`src/rtl/oam_dma_arbiter.sv`:
```
// ---------------------------------------------------------------------------
// oam_dma_arbiter
// Sprite-DMA engine and bus arbiter between the 2A03 CPU core and the
// external memory bus. A CPU write to DMA_TRIG_ADDR latches a source page.
// The block then stalls the CPU through cpu_rdy and copies 256 bytes from
// {page, 00..FF} to OAM_DATA_ADDR as alternating get/put cycles.
//
// Ports:
//   clk        in   system clock, all flops rise-edge
//   rst_n      in   asynchronous active-low reset
//   cpu_addr   in   [15:0] CPU address bus
//   cpu_dout   in   [7:0]  CPU write data
//   cpu_rw     in   CPU direction, 1=read 0=write
//   cpu_rdy    out  CPU ready; 0 stalls CPU read cycles
//   mem_din    in   [7:0]  read data from the memory bus
//   bus_addr   out  [15:0] arbitrated address
//   bus_dout   out  [7:0]  arbitrated write data
//   bus_rw     out  arbitrated direction, 1=read
//   dma_active out  high whenever a transfer is in progress
// ---------------------------------------------------------------------------
module oam_dma_arbiter #(
    parameter logic [15:0] DMA_TRIG_ADDR = 16'h4014,
    parameter logic [15:0] OAM_DATA_ADDR = 16'h2004
) (
    input  logic        clk,
    input  logic        rst_n,
    input  logic [15:0] cpu_addr,
    input  logic [7:0]  cpu_dout,
    input  logic        cpu_rw,
    output logic        cpu_rdy,
    input  logic [7:0]  mem_din,
    output logic [15:0] bus_addr,
    output logic [7:0]  bus_dout,
    output logic        bus_rw,
    output logic        dma_active
);

    typedef enum logic [2:0] {
        ST_IDLE  = 3'd0,
        ST_HALT  = 3'd1,
        ST_ALIGN = 3'd2,
        ST_READ  = 3'd3,
        ST_WRITE = 3'd4
    } state_t;

    state_t      state_r;
    state_t      state_nxt_s;
    logic [7:0]  page_r;
    logic [7:0]  page_nxt_s;
    logic [7:0]  idx_r;
    logic [7:0]  idx_nxt_s;
    logic [7:0]  data_r;
    logic [7:0]  data_nxt_s;
    logic        par_r;
    logic        trig_s;

    assign trig_s = (cpu_rw == 1'b0) && (cpu_addr == DMA_TRIG_ADDR);

    // State, source page, byte index, data latch and free-running slot parity
    always_ff @(posedge clk or negedge rst_n) begin
        if (!rst_n) begin
            state_r <= ST_IDLE;
            page_r  <= 8'h00;
            idx_r   <= 8'h00;
            data_r  <= 8'h00;
            par_r   <= 1'b0;
        end else begin
            state_r <= state_nxt_s;
            page_r  <= page_nxt_s;
            idx_r   <= idx_nxt_s;
            data_r  <= data_nxt_s;
            // par=0 marks a get slot, par=1 a put slot; runs in every state
            par_r   <= ~par_r;
        end
    end

    // Next-state decode and bus steering
    always_comb begin
        state_nxt_s = state_r;
        page_nxt_s  = page_r;
        idx_nxt_s   = idx_r;
        data_nxt_s  = data_r;
        bus_addr    = cpu_addr;
        bus_dout    = cpu_dout;
        bus_rw      = cpu_rw;
        case (state_r)
            ST_IDLE: begin
                if (trig_s) begin
                    page_nxt_s  = cpu_dout;
                    idx_nxt_s   = 8'h00;
                    state_nxt_s = ST_HALT;
                end else begin
                    state_nxt_s = ST_IDLE;
                end
            end
            ST_HALT: begin
                // A CPU write cannot be halted; wait for its first read cycle.
                // Triggers seen here are deliberately ignored.
                if (cpu_rw) begin
                    state_nxt_s = par_r ? ST_READ : ST_ALIGN;
                end else begin
                    state_nxt_s = ST_HALT;
                end
            end
            ST_ALIGN: begin
                bus_rw      = 1'b1;
                state_nxt_s = ST_READ;
            end
            ST_READ: begin
                bus_addr    = {page_r, idx_r};
                bus_rw      = 1'b1;
                data_nxt_s  = mem_din;
                state_nxt_s = ST_WRITE;
            end
            ST_WRITE: begin
                bus_addr  = OAM_DATA_ADDR;
                bus_dout  = data_r;
                bus_rw    = 1'b0;
                idx_nxt_s = idx_r + 8'd1;
                if (idx_r == 8'hFF) begin
                    state_nxt_s = ST_IDLE;
                end else begin
                    state_nxt_s = ST_READ;
                end
            end
            default: begin
                state_nxt_s = ST_IDLE;
            end
        endcase
    end

    assign cpu_rdy    = (state_r == ST_IDLE);
    assign dma_active = (state_r != ST_IDLE);

endmodule

```
`config.mk`:
```
export PLATFORM = sky130hd
export DESIGN_NAME = oam_dma_arbiter
export DESIGN_NICKNAME = d
export VERILOG_FILES = /design/src/rtl/oam_dma_arbiter.sv
export SDC_FILE = /design/constraint.sdc
export NUM_CORES = 1
export LEC_CHECK = 0
export CAP_MARGIN = 25
export CORE_UTILIZATION = 39
export CTS_BUF_LIST = sky130_fd_sc_hd__clkbuf_16
export DETAILED_ROUTE_END_ITERATION = 8
export PLACE_DENSITY = 0.83
export SLEW_MARGIN = 10
export SYNTH_ARGS = -nofsm -noshare
export SYNTH_HDL_FRONTEND = slang
export SYNTH_SLANG_ARGS = --single-unit
```
`constraint.sdc`:
```
create_clock -name clk -period 1.8 [get_ports clk]
set_clock_uncertainty 0.05 [all_clocks]
set_input_delay 0.36 -clock clk [delete_from_list [all_inputs] [get_ports clk]]
set_output_delay 0.36 -clock clk [all_outputs]
set_load 0.1 [all_outputs]
```
==> results of run 1 <==
cells by family after synthesis:
family | Yosys count
compound gates | 35
buf+inv | 13
flops | 28
xor+xnor | 1
simple gates | 87
fa+ha+maj | 1
mux | 8
power by group:
group,total (mW),leakage (nW),internal [mW],switching (mW)
combinational,4.77,1.21,1.86,2.91
clock,0.525,0.0385,0.299,0.226
sequential,1.12,0.346,0.842,0.282
total,6.42,1.59,3.00,3.41
final timing paths:
kind	startpoint	to	slack [ns]	cells after the start
min	rst_n	idx_r[1]$_DFFE_PN0P_	0.45	2
min reg2reg	data_r[5]$_DFFE_PN0N_	data_r[5]$_DFFE_PN0N_	0.46	2
max reg2reg	state_r[1]$_DFF_PN0_	idx_r[7]$_DFFE_PN0P_	-0.17	6
min in group clk	data_r[5]$_DFFE_PN0N_	data_r[5]$_DFFE_PN0N_	0.46	2
max in group asynchronous	rst_n	state_r[2]$_DFF_PN0_	0.95	2
max	state_r[1]$_DFF_PN0_	bus_dout[7]	-0.40	7
worst reg2reg max path: stages, from the launching register on:
cell and delay [ns]:
dfrtp_2 0.43, buf_6 0.12, or3b_4 0.39, buf_8 0.15, buf_4 0.16, or4_4 0.51
o211ai_2 0.07
layout make-up:
cell class / instances / area (µm²)
inverters: 4 / 17.5
clock inverters: 1 / 3.75
clock buffers: 3 / 75.1
well taps: 48 / 60.1
flip-flops and latches: 28 / 704
multi-input cells: 132 / 1290
fillers: 106 / 231
repair buffers: 107 / 1330
registers in the layout, indices dropped and copies added (netlist names):
name	flops
data_r	8
page_r	8
idx_r	8
par_r	1
state_r	3
stage by stage:
| step | setup TNS, ns | setup WS (ns) | power [mW] | area (µm²) | util |
|---|---|---|---|---|---|
| floorplan | -10.88 | -0.691 | 3.67 | 1940 | - |
| global placement | -11.02 | -0.367 | 4.97 | 3060 | 0.822 |
| detailed placement | -13.73 | -0.483 | 5.08 | 3060 | 0.822 |
| CTS | -7.49 | -0.365 | 5.91 | 3330 | 0.897 |
| global route | -11.02 | -0.423 | 6.52 | 3480 | 0.938 |
| finish | -10.20 | -0.400 | 6.42 | 3480 | 0.938 |
metal layers:
layer  vias up  wire length (µm)  GRT usage
met5         -                 0          0
met4         0               656      0.169
met3        59               809     0.0792
met2       185              4390      0.652
met1      1001              3150      0.421
li1        815                 -          -
layout by cell type, fill, tap and decap left out, types with 2 or more instances in the layout:
cell type	count
o21ai_0	2
o211ai_1	3
nor2_4	3
mux2_4	7
nand2_2	4
buf_6	14
dfrtp_1	25
buf_4	27
buf_8	3
inv_2	2
a22o_4	14
o22a_4	2
a21oi_1	2
nand2_8	8
and3_1	2
nand3_1	3
nand2_4	9
nor2b_1	2
a21oi_4	2
dfrtp_2	3
or4_4	2
buf_12	28
dlymetal6s2s_1	3
nor3_2	2
clkbuf_16	3
o21ai_1	4
clkdlybuf4s50_1	25
dlygate4sd2_1	6
nand2_1	36
timing repair:
| action | CTS | global route |
|---|---|---|
| setup endpoints to repair | 43 | 45 |
| cloned | 1 | 0 |
| pin swaps | 13 | 7 |
| resized for setup | 38 | 35 |
| setup buffers | 7 | 6 |
==> flow_summary.ini, run 1 <==
[place]
hpwl_mm = 4.35
dp.cells = 307
place.port_buffers = 61
place.gp.congestion = 0.963

[logic_synthesis]
synthTopCellsByArea = dfrtp_1, nand2_1, a22o_1
synth_edf_count = 0
synthesis.area_um2 = 1540
yosysTopAreaCell = dfrtp_1
synth_adder_area_share = 0.00813
yosysTopAreaCellShare = 0.455
synthSimpleGateAreaFrac = 0.267
ys_ff_latch = 28
async_flop_share = 1.00
synth_compound_area_frac = 0.170
ys_types = 39
ys_seq_area_frac = 0.455
yosysMostFrequentCell = nand2_1
synth-xor-area-share = 0.00569
netlist_top_cells_count = nand2_1, dfrtp_1, a22o_1
synthFlopType = dfrtp_1
synthCells = 173
syn_nets = 209
synth_top_family_by_area = simple AND/OR/NAND/NOR gates
yosysWarnings = 0
synth_mux_area_frac = 0.0585
avgSynthCellArea_um2 = 8.90

[sta]
finalCritPeriodShare = 1.22
setup_viol = 45
period_needed_ns = 2.20
fmax_mhz = 454
max_slew.worst_pin.slew_ns = 0.414
whs_ns = 0.449
finalHoldViolCount = 0
relSlewSlack = 0.724
drv_slew = 0
fin_ws_ns = -0.400
rsz0062_at_grt = yes

[clocking]
holdBufCountCts = 0
path_clk_slew_ns = 0.07
cts_tree = done
h-tree-depth = 1
root_buffer = clkbuf_16
cts_made_buffers = 3
cts_sinks = 28
clock_tree.buffer_depth = 2
insertion_delay_ns = 0.27

[floorplan]
dieHeight_um = 64.8
die_area_um2 = 4200
rows = 22
io_pins = 62
start_util = 0.414
core-area_um2 = 3720
die_w_um = 64.8

[critical_path]
cp.required_ns = 1.39
crit_top_cell = buf_6
slowest_delay_ns = 0.43
start_kind = register
worst-path-buf-inv = 4
critPathCaptureType = primary output
cp_cell_sequence = buf_6 -> buf_6 -> nor2_4 -> buf_8 -> nand2_1 -> nand2_8 -> buf_12
slowest_stage = dfrtp_2
cp_max_fo = 13
critPathKind = register to primary output
critical-path-top-delay-family = buffers and inverters
worst_ep_arrival_time_ns = 1.79

[global_routing]
antenna_found_initial = 0
grt_first_pass_wirelength_mm = 11.1
grt_pass1_vias = 1998
overflow = 0
grt_max_degree = 29
grt_use_total = 0.370

[routing]
drt-pass1-iter-count = 5
avgViaCountPerCell = 6.38
vias = 2060
drt-total-wl_mm = 9.01
route.detailed.drc = 0
post_drt_wl_per_cell_um = 27.9
antenna_left = 0
first_iter_violations = 271

[job]
maxCapViolCount = 0

[finish]
area_growth_pct = 126
instances_no_fill = 323
fin_nets = 312
diodes = 0
drive_gt1_frac = 0.545

[status]
violations = negative setup slack
status = finished with violations

[power_and_ir_drop]
peakVddDrop_mv = 1.24
p_leak_nw = 1.59
power-per-cell-area_nw_per_um2 = 1840

[min_path]
min_path_type = input port to async pin
No activity file was read; power rests on OpenSTA's default activity.
==> run 2, diff against run 1 <==
--- a/config.mk
+++ b/config.mk
@@ -6,9 +6,11 @@
 export NUM_CORES = 1
 export LEC_CHECK = 0
 export CAP_MARGIN = 25
+export CORE_MARGIN = 2
 export CORE_UTILIZATION = 39
 export CTS_BUF_LIST = sky130_fd_sc_hd__clkbuf_16
 export DETAILED_ROUTE_END_ITERATION = 8
+export GPL_ROUTABILITY_DRIVEN = 1
 export PLACE_DENSITY = 0.83
 export SLEW_MARGIN = 10
 export SYNTH_ARGS = -nofsm -noshare
==> run 2 against run 1 <==
The run still ends with negative setup slack left. Routed wire length is 4.9% lower. Non-clock buffer count is 1 higher. Combinational power is 2% lower. Worst hold slack worse by 0.054 ns. Flip-flop and latch count stayed put. Sequential share of layout area is 0.21 points lower. Sequential power hardly changed. Die area is 6.3% higher. Clock power is 27% higher. Register-to-register slack worse by 0.13 ns. Critical path type unchanged.
==> flow_summary.ini, run 2 (synthesis results as in run 1) <==
[clocking]
root_buffer = clkbuf_16
cts_made_buffers = 3
cts_tree = done
holdBufCountCts = 0
path_clk_slew_ns = 0.07
cts_sinks = 28
h-tree-depth = 1
insertion_delay_ns = 0.26
clock_tree.buffer_depth = 2

[power_and_ir_drop]
p_clk_frac = 0.103
p_switching_mw = 3.35
peakVddDrop_mv = 1.79
power.internal_mw = 3.12
power_switching_share = 0.518
power-per-cell-area_nw_per_um2 = 1840
finalPower_mw = 6.46
pwr-share-seq = 0.174
pwr-share-comb = 0.723
p_leak_nw = 1.59

[finish]
layout.cells.most_common = nand2_1
final_area_um2 = 3510
post-route-util = 0.946
drive_gt1_frac = 0.540
mostFrequentLayoutCells = nand2_1, buf_12, buf_4, dfrtp_1, clkdlybuf4s50_1
reg.largest.list = data_r: 8 flops, idx_r: 8 flops, page_r: 8 flops
diodes = 0
fin_nets = 313
area_growth_pct = 128

[sta]
drv_slew = 0
fmax_mhz = 453
setup_viol = 45
whs_ns = 0.395
finalHoldViolCount = 0
max_slew.worst_pin.slew_ns = 0.384
rsz0062_at_grt = yes
finalCritPeriodShare = 1.23
relSlewSlack = 0.744
period_needed_ns = 2.21
fin_ws_ns = -0.409

[routing]
antenna_left = 0
route.detailed.drc = 0
drt-total-wl_mm = 8.57
vias = 2029
avgViaCountPerCell = 6.26
first_iter_violations = 230
post_drt_wl_per_cell_um = 26.4
drt-pass1-iter-count = 4

[place]
placed_area_um2 = 3060
place.port_buffers = 61
place.gp.congestion = 0.795
hpwl_mm = 4.26

[floorplan]
die_area_um2 = 4460
start_util = 0.414
io_pins = 62
dieHeight_um = 66.8
rows = 22
die_w_um = 66.8
core-area_um2 = 3720

[global_routing]
antenna_found_initial = 0
grt_use_total = 0.373
grt_max_degree = 29
grt_pass1_vias = 2129
overflow = 0
grt_first_pass_wirelength_mm = 11.8

[status]
violations = negative setup slack
status = finished with violations

[critical_path]
critPathCaptureType = primary output
cp.required_ns = 1.39
start_kind = register
cp_max_fo = 5
worst_ep_arrival_time_ns = 1.80
critPathKind = register to primary output

[job]
maxCapViolCount = 0

[min_path]
min_path_type = register to register
-- run 2: cell types whose count changed in the layout (fill, tap and decap cells not counted), moves of 2 or more --
cell            previous run  this run
o21ai_2                    1         4
buf_6                     14        10
buf_12                    28        31
buf_4                     27        31
dlygate4sd2_1              6         8
dlymetal6s2s_1             3         0
o21ai_1                    4         2
-- run 2: cell type report --
class	count	area (µm²)
Timing Repair Buffer	108	1330
Sequential cell	28	703
Multi-Input combinational cell	132	1310
Fill cell	96	201
Inverter	4	15.0
Tap cell	48	60.1
Clock buffer	3	75.1
Clock inverter	1	30.0
-- run 2: timing repair --
item,CTS,global route
buffers inserted,10,4
resized for setup,39,26
pin swaps,8,6
gates cloned,0,0
setup endpoints to repair,42,45
-- run 2: stage by stage --
stage          cells  setup TNS (ns)  setup slack, ns
2_1_floorplan    173          -10.88           -0.691
3_3_place_gp     306          -10.06           -0.378
3_5_place_dp     306          -13.22           -0.503
4_1_cts          320           -7.22           -0.350
5_1_grt          324          -13.02           -0.416
6_report         324          -11.57           -0.409
-- run 2: path summary, 6_finish.rpt --
path,slack (ns),startpoint,cells after the start,to
setup / recovery,-0.41,state_r[0]$_DFF_PN0_,6,bus_addr[2]
hold / removal,0.40,par_r$_DFF_PN0_,1,par_r$_DFF_PN0_
setup reg to reg,-0.30,state_r[0]$_DFF_PN0_,7,idx_r[7]$_DFFE_PN0P_
hold reg to reg,0.40,par_r$_DFF_PN0_,1,par_r$_DFF_PN0_
max in group asynchronous,0.94,rst_n,2,state_r[1]$_DFF_PN0_
min in group asynchronous,0.47,rst_n,2,data_r[2]$_DFFE_PN0N_
-- run 2: power groups by stage --
stage          logic, mW  clock network [mW]  registers (mW)
4_1_cts             4.35               0.662            1.06
3_3_place_gp        3.96                   0            1.04
5_1_grt             4.76               0.705            1.14
3_5_place_dp        4.04                   0            1.06
6_report            4.67               0.666            1.13
2_1_floorplan       2.63                   0            1.04
-- run 2: worst max-delay path, stage by stage, from the launching register on --
cell and delay (ns):
dfrtp_1 0.44, buf_6 0.15, or3b_4 0.40, buf_12 0.16
nand2_8 0.06, o22a_4 0.15, buf_12 0.16
-- run 2: metal layers --
metal	vias to the layer above	part of all wire	global-route usage
met5	-	0	0
met4	0	0.073	0.219
met3	60	0.087	0.0557
met2	182	0.50	0.675
met1	966	0.34	0.410
li1	821	-	-
